`config.mk`:
```
export PLATFORM = sky130hd
export DESIGN_NAME = vslc_stack_dump
export DESIGN_NICKNAME = d
export VERILOG_FILES = /design/src/rtl/vslc_pkg.sv /design/src/rtl/vslc_baud_tick.sv /design/src/rtl/vslc_stack_dump.sv
export SDC_FILE = /design/constraint.sdc
export NUM_CORES = 1
export LEC_CHECK = 0
export ABC_AREA = 1
export BUFFER_PORTS_ARGS = -buffer_cell sky130_fd_sc_hd__buf_2
export CORE_MARGIN = 4
export CORE_UTILIZATION = 45
export DETAILED_ROUTE_END_ITERATION = 7
export HOLD_SLACK_MARGIN = 0.02
export PLACE_DENSITY = 0.66
export REMOVE_ABC_BUFFERS = 1
export SLEW_MARGIN = 25
export SYNTH_ARGS = -nofsm -noshare
export SYNTH_HDL_FRONTEND = slang
export SYNTH_SLANG_ARGS = --single-unit
```
`constraint.sdc`:
```
create_clock -name clk -period 2 [get_ports clk]
set_input_delay 0.4 -clock clk [delete_from_list [all_inputs] [get_ports clk]]
set_output_delay 0.4 -clock clk [all_outputs]
set_load 0.005 [all_outputs]
```
`src/rtl/vslc_pkg.sv`:
```
// Shared types and constants for the VSLC debug stack-dump transmitter.
// Frames carry the 16-bit bit stack as two 8N1 bytes, low byte first.
package vslc_pkg;

   localparam int unsigned STACK_W = 16;
   localparam int unsigned BYTE_W  = 8;

   typedef enum logic [1:0] {
      StIdle,
      StStart,
      StData,
      StStop
   } dump_state_t;

endpackage

```
`src/rtl/vslc_baud_tick.sv`:
```
// Bit-period counter: counts 0..CLKS_PER_BIT-1 and flags the last cycle of each period.
// Synchronous clear holds the count at zero so a new frame starts on a full period.
module vslc_baud_tick #(
   parameter int unsigned CLKS_PER_BIT = 4
) (
   input  logic i_clk,
   input  logic i_rst,
   input  logic i_clr,
   output logic o_tick
);

   localparam int unsigned CNT_W = (CLKS_PER_BIT > 1) ? $clog2(CLKS_PER_BIT) : 1;
   localparam logic [CNT_W-1:0] LAST = CNT_W'(CLKS_PER_BIT - 1);

   logic [CNT_W-1:0] r_cnt;

   always_ff @(posedge i_clk) begin
      if (i_rst || i_clr) begin
         r_cnt <= '0;
      end else if (r_cnt == LAST) begin
         r_cnt <= '0;
      end else begin
         r_cnt <= r_cnt + 1'b1;
      end
   end

   assign o_tick = (r_cnt == LAST);

endmodule

```
`src/rtl/vslc_stack_dump.sv`:
```
// Debug transmitter: snapshots the VSLC bit stack on request and shifts it out as two
// back-to-back UART bytes (low byte first) on a single pin. All outputs are registered.
module vslc_stack_dump #(
   parameter int unsigned STACK_W      = 16,
   parameter int unsigned CLKS_PER_BIT = 4
) (
   input  logic               clk,
   input  logic               rst,
   input  logic [STACK_W-1:0] stack_in,
   input  logic               req,
   output logic               tx,
   output logic               busy,
   output logic               done
);

   import vslc_pkg::*;

   dump_state_t        r_state;
   dump_state_t        w_state_d;
   logic [STACK_W-1:0] r_shadow;
   logic               r_byte_sel;
   logic               w_byte_sel_d;
   logic [2:0]         r_idx;
   logic [2:0]         w_idx_d;
   logic [2:0]         w_idx_inc;
   logic               r_tx;
   logic               w_tx_d;
   logic               r_busy;
   logic               w_busy_d;
   logic               r_done;
   logic               w_done_d;
   logic               w_load;
   logic               w_tick;

   vslc_baud_tick #(
      .CLKS_PER_BIT (CLKS_PER_BIT)
   ) u_baud_tick (
      .i_clk  (clk),
      .i_rst  (rst),
      .i_clr  (r_state == StIdle),
      .o_tick (w_tick)
   );

   assign w_idx_inc = r_idx + 3'd1;

   // tx is computed for the state being entered so the pin changes on the slot boundary.
   always_comb begin
      w_state_d    = r_state;
      w_byte_sel_d = r_byte_sel;
      w_idx_d      = r_idx;
      w_tx_d       = r_tx;
      w_busy_d     = r_busy;
      w_done_d     = 1'b0;
      w_load       = 1'b0;
      unique case (r_state)
         StIdle: begin
            w_tx_d   = 1'b1;
            w_busy_d = 1'b0;
            if (req) begin
               w_load       = 1'b1;
               w_byte_sel_d = 1'b0;
               w_state_d    = StStart;
               w_tx_d       = 1'b0;
               w_busy_d     = 1'b1;
            end
         end
         StStart: begin
            if (w_tick) begin
               w_state_d = StData;
               w_idx_d   = 3'd0;
               w_tx_d    = r_shadow[{r_byte_sel, 3'd0}];
            end
         end
         StData: begin
            if (w_tick) begin
               if (r_idx == 3'd7) begin
                  w_state_d = StStop;
                  w_tx_d    = 1'b1;
               end else begin
                  w_idx_d = w_idx_inc;
                  w_tx_d  = r_shadow[{r_byte_sel, w_idx_inc}];
               end
            end
         end
         StStop: begin
            if (w_tick) begin
               if (!r_byte_sel) begin
                  // Second byte follows immediately, no idle bit between bytes.
                  w_byte_sel_d = 1'b1;
                  w_state_d    = StStart;
                  w_tx_d       = 1'b0;
               end else begin
                  w_state_d = StIdle;
                  w_tx_d    = 1'b1;
                  w_busy_d  = 1'b0;
                  w_done_d  = 1'b1;
               end
            end
         end
         default: w_state_d = StIdle;
      endcase
   end

   always_ff @(posedge clk) begin
      if (rst) begin
         r_state    <= StIdle;
         r_shadow   <= '0;
         r_byte_sel <= 1'b0;
         r_idx      <= 3'd0;
         r_tx       <= 1'b1;
         r_busy     <= 1'b0;
         r_done     <= 1'b0;
      end else begin
         r_state    <= w_state_d;
         r_byte_sel <= w_byte_sel_d;
         r_idx      <= w_idx_d;
         r_tx       <= w_tx_d;
         r_busy     <= w_busy_d;
         r_done     <= w_done_d;
         if (w_load) begin
            r_shadow <= stack_in;
         end
      end
   end

   assign tx   = r_tx;
   assign busy = r_busy;
   assign done = r_done;

endmodule

```
# Word-level counts from Yosys, hierarchy flattened
# Index checks and enable logic that the tools add are counted.
dict set report totals {
  register_bits 27
  inputBits 19
  output_inout_bits 3
  word_cells 67
}
dict set report classes {
  addsub 2
  n_lt_le_gt_ge 2
  eq_ne 12
  muxes 30
  bitwise 2
  reduce_logical 11
}
# op count
set op_table {}
lappend op_table {{1-bit 2-to-1 mux} 16}
lappend op_table {{4-bit by 5-bit less-than comparator with 1-bit output (second input constant)} 2}
lappend op_table {{2-bit 2-to-1 mux} 5}
lappend op_table {{3-bit 2-to-1 mux} 3}
lappend op_table {{3-bit AND reduction} 3}
lappend op_table {{2-bit inequality test (second input constant)} 4}
lappend op_table {{2-bit case mux with 4 select lines} 1}
lappend op_table {{2-bit equality test (second input constant)} 3}
lappend op_table {{2-bit by 1-bit inequality test with 1-bit output (second input constant)} 3}
lappend op_table {{3-bit case mux with 2 select lines} 1}
lappend op_table {{5-bit AND reduction} 1}
lappend op_table {{1-bit binary-select mux with 4-bit select} 1}
lappend op_table {{1-bit case mux with 2 select lines} 2}
lappend op_table {{1-bit case mux with 4 select lines} 1}
lappend op_table {{4-bit AND reduction} 1}
lappend op_table {{2-bit nonzero test} 2}
lappend op_table {{3-bit by 1-bit adder with 3-bit output (second input constant)} 1}
lappend op_table {{3-bit equality test (second input constant)} 1}
lappend op_table {{3-bit OR reduction} 1}
lappend op_table {{2-bit by 1-bit adder with 2-bit output (second input constant)} 1}
lappend op_table {{2-bit by 1-bit equality test with 1-bit output (second input constant)} 1}
lappend op_table {{2-bit logical NOT} 1}
lappend op_table {{1-bit NOT} 2}
lappend op_table {{2-bit OR reduction} 1}
lappend op_table {{1-bit logical OR} 1}

# Logic depth before layout (Yosys ltp)
dict set report depth {
  word_depth 6
  depth_mapped 10
}

# Cells and area by module
# A second synthesis with hierarchy kept.
dict set report hier_totals {
  cells_unflattened 186
  area_unflattened_um2 1323.8
}
# module instances cells_each area_per_inst_um2 seq_area_each_um2
set modules_own_cells {}
lappend modules_own_cells {vslc_stack_dump 1 177 1248.7 500.5}
lappend modules_own_cells {vslc_baud_tick 1 9 75.1 40.0}

# Least setup slack after synthesis
# OpenSTA, ideal clock, no wires.
dict set report synth_path {
  kind {reg-to-reg}
  startpoint {register r_state[0]}
  endpoint {register r_state[0]}
  t_arrival_ps 1273
  t_required_ps 1878
  path_slack_ps 606
  stages_incl_launch_ff 9
  cell_sequence {dfxtp_1 inv_1 ha_1 nor2_1 a21oi_2 nor2_1 inv_1 o21ai_0 a21oi_1}
}
dict set report synth_between {
  elab_chain_cells 3
}
# item line_no
set synth_lines {}
lappend synth_lines {{start: declaration} vslc_stack_dump.sv:18} ;# dump_state_t r_state;
lappend synth_lines {{start signal: assignment} vslc_stack_dump.sv:106} ;# r_state <= StIdle;
lappend synth_lines {{start signal: assignment} vslc_stack_dump.sv:114} ;# r_state <= w_state_d;
lappend synth_lines {{2-bit by 1-bit equality test with 1-bit output, or another cell as far along} vslc_stack_dump.sv:55} ;# unique case (r_state)
lappend synth_lines {{2-bit by 1-bit inequality test with 1-bit output (no line) / 2-bit inequality test (equally long branches)} n/a}
lappend synth_lines {{5-bit AND reduction (no line)} n/a}
# Parallel ways exist; a longest one is shown, timed or not.
# A chain may end at the register's enable or synchronous reset.

# Worst setup path in the final report
# Same ends and word-level chain as after synthesis.

==> implementation parameters <==
Parameter                              Value

Run status
  Outcome    finished, final reports clean

Pwr
  Gate power share    a little over a third
  Total net switching power    between 500 and 600 µW
  Total Power Consumption    between 1 and 1.5 mW
  Seq pwr share    about half
  Clock power frac    between 10% and 20%
  Power per unit of standard cell area    between 900 and 1000 nW/µm²
  Switching part of the total power    about a third
  Peak supply drop    651 µV
  Internal Pwr Total    about 940 µW
  Leakage power    ~0.67 nW

Logic synthesis
  Post-synthesis cell area    roughly 1300 µm²
  Number of instances in the synthesized netlist    between 150 and 200
  Number of synthesized register bits    27
  Sequential element share of the synthesized area    just over 40%
  Number of warning messages in the yosys log    0
  Number of unique standard cell types used by synthesis    16
  Mean area per synthesized cell    7.07 µm²

Setup path
  Largest fanout on the critical path    5
  Slowest stage cell, crit path    dfxtp_1
  Delay of the slowest cell on the worst path    ~420 ps
  Number of cells on the worst reg-to-reg path    8
  CP Data Arrival Time    between 1500 and 2000 ps
  Req. time, crit path    roughly 2200 ps
  Critical path class    reg -> reg
  Ordered list of cells on the worst path    inv_1 > ha_1 > nor2_1 > a21oi_2 > nor2_1 > inv_1 > o21ai_0 > a21oi_1
  Type of origin of the critical path    flop
  Category of the worst setup path capture point    flop
  Buf+Inv Stages, Crit Path    2
  Cell family contributing the most delay on the critical path    flip-flops
  Crit path depth    8

Timing
  Fmax    about 0.63 GHz
  WHS    312 ps
  Final Hold Violating Endpoints    0
  Minimum setup slack in the final design    between 400 and 500 ps
  Unrepaired setup endpoints after global routing    false
  Share of the clock period used by the worst path after layout    between 70% and 80%
  Count of endpoints failing setup in the final report    0
  Max transition margin    64.0%
  Final Critical Period    1600 ps
  Setup TNS    0 ps
  Setup clock skew after layout    3.96 ps
  Transition time at the pin with the least slew margin    ~540 ps
  Number of slew-limit violations in the final report    0

Clock network
  CTS tree    built
  Cts bufs inserted    3
  Resized Gates After CTS    0
  Clock-pin slew on the worst setup and hold paths    around 140 ps
  Maximum count of clock buffers along a single path    2
  Maximum level of the CTS H-tree    1
  Number of clock sinks    27
  Hold bufs inserted after CTS    0
  Clock network latency to the later pin of the worst-skew pair    roughly 320 ps
  Setup Fix Bufs, Post-CTS    0
  Root buffer cell    clkbuf_4

Routing
  # DRC    0
  Wire per inst    approximately 11 µm
  Total vias in the final route    ~1.2k
  Average via count per standard cell    5.07
  Met3 WL    between 100 and 150 µm
  Met2 Wirelength    about 1200 µm
  Wire length reported by the detailed router    2580 µm
  DR top layer    met4
  Number of violations reported at the end of detailed-routing iteration 0    40
  Number of search-and-repair iterations in the first detailed-routing pass    4
  Antenna-violating nets left    0
  Wire length on met1    1240 µm

Global route
  Wire length of the first global-routing pass    ~4500 µm
  Overall routing resource usage    15.4%
  Antenna violations before repair    0
  Pin count of the biggest net entering global routing    33
  Overall overflow remaining after global route    0
  Number of global-route vias before repair    around 1.1k

Place
  Port bufs    21
  HPWL Detailed    between 1500 and 2000 µm
  Area after DPL    1440 µm²
  GPL Wtd Cong    just over 0.8
  Setup slack after placement    441 ps

Finish
  NumNets Final    roughly 230
  Diode insertion count for antenna repair    0
  Synthesis-to-finish area growth    11.2%
  Leading cell types in the layout, fill and taps excluded    nand2_1, inv_1, dfxtp_1
  Share of final-layout standard cells stronger than drive strength 1    a little over an eighth
  Final design area excluding fillers    about 1500 µm²
  Most frequent standard cell in the layout excluding fill and tap cells    nand2_1

Floorplanning
  Die width    62.1 µm
  Vert. Die Dim    around 62 µm
  Area of the core    about 2800 µm²
  Top-Level Pins    22
  Starting density of the core    a little under half
  Std cell rows    19
  Total die area    3850 µm²

Flow run
  Count of maximum capacitance violations    0

Worst hold path
  Hold Path Stages    2
  Type of the worst min-delay path    in -> reg
-- registers in the layout (all words and copies together) (netlist names) --
signal and flops:
r_idx 3, done 1, tx 1, r_byte_sel 1
busy 1, u_baud_tick.r_cnt 2, r_state 2, r_shadow 16
-- cell type report --
class	instances	area, µm²
multi-input combinational	120	617
clock buffer	4	26.3
fill	279	1320
tap	31	38.8
inverter	32	120
sequential	27	541
timing repair buffer	23	120
-- synthesized netlist by cell type --
cell type  number  share of area [%]
o32ai_1         1               0.67
o21a_1          1               0.57
nand3_1        16                6.1
inv_1          32                9.1
buf_2           1               0.38
clkbuf_2        2               0.76
a21oi_1        24                9.1
buf_6           1               0.86
a21oi_2         1               0.67
ha_1            8                7.6
o21ai_0        23                8.8
nand2_1        35                 10
clkbuf_1        3               0.86
nor2_1         10                2.9
dfxtp_1        27                 41
a211oi_1        1               0.57
-- through the flow --
stage               util [%]  instances
floorplan                  -        179
CTS                     52.6        237
detailed placement      51.6        233
global route            52.6        237
global placement        51.6        233
finish                  52.6        237
-- final timing paths --
path	startpoint	end	slack, ps
setup / recovery	r_state[0]	r_state[0]	400
hold / removal	rst	r_idx[1]	310
setup reg to reg	r_state[0]	r_state[0]	400
hold reg to reg	u_baud_tick.r_cnt[0]	u_baud_tick.r_cnt[0]	430
-- logic make-up (layout without fill, tap and decap cells) --
group | count (synthesis) | after routing | synth area share [%]
simple gates | 61 | 61 | 18.9
fa+ha+maj | 8 | 8 | 7.61
buf+inv | 39 | 59 | 12.0
compound gates | 51 | 51 | 20.4
flops | 27 | 27 | 41.1
-- per-layer routing --
layer  up-vias  global-route usage, %
li1        637                      -
met1       538                   20.4
met2        22                   25.0
met3         4                   2.48
met4         0                   6.06
met5         -                      0
-- power groups by stage --
stage	registers [mW]	logic (mW)	clock network (mW)
finish	0.708	0.507	0.232
global route	0.725	0.591	0.267
CTS	0.710	0.515	0.243
detailed placement	0.723	0.514	0
global placement	0.718	0.492	0
floorplan	0.715	0.380	0
Note: power is estimated with default switching activity, not from simulation.
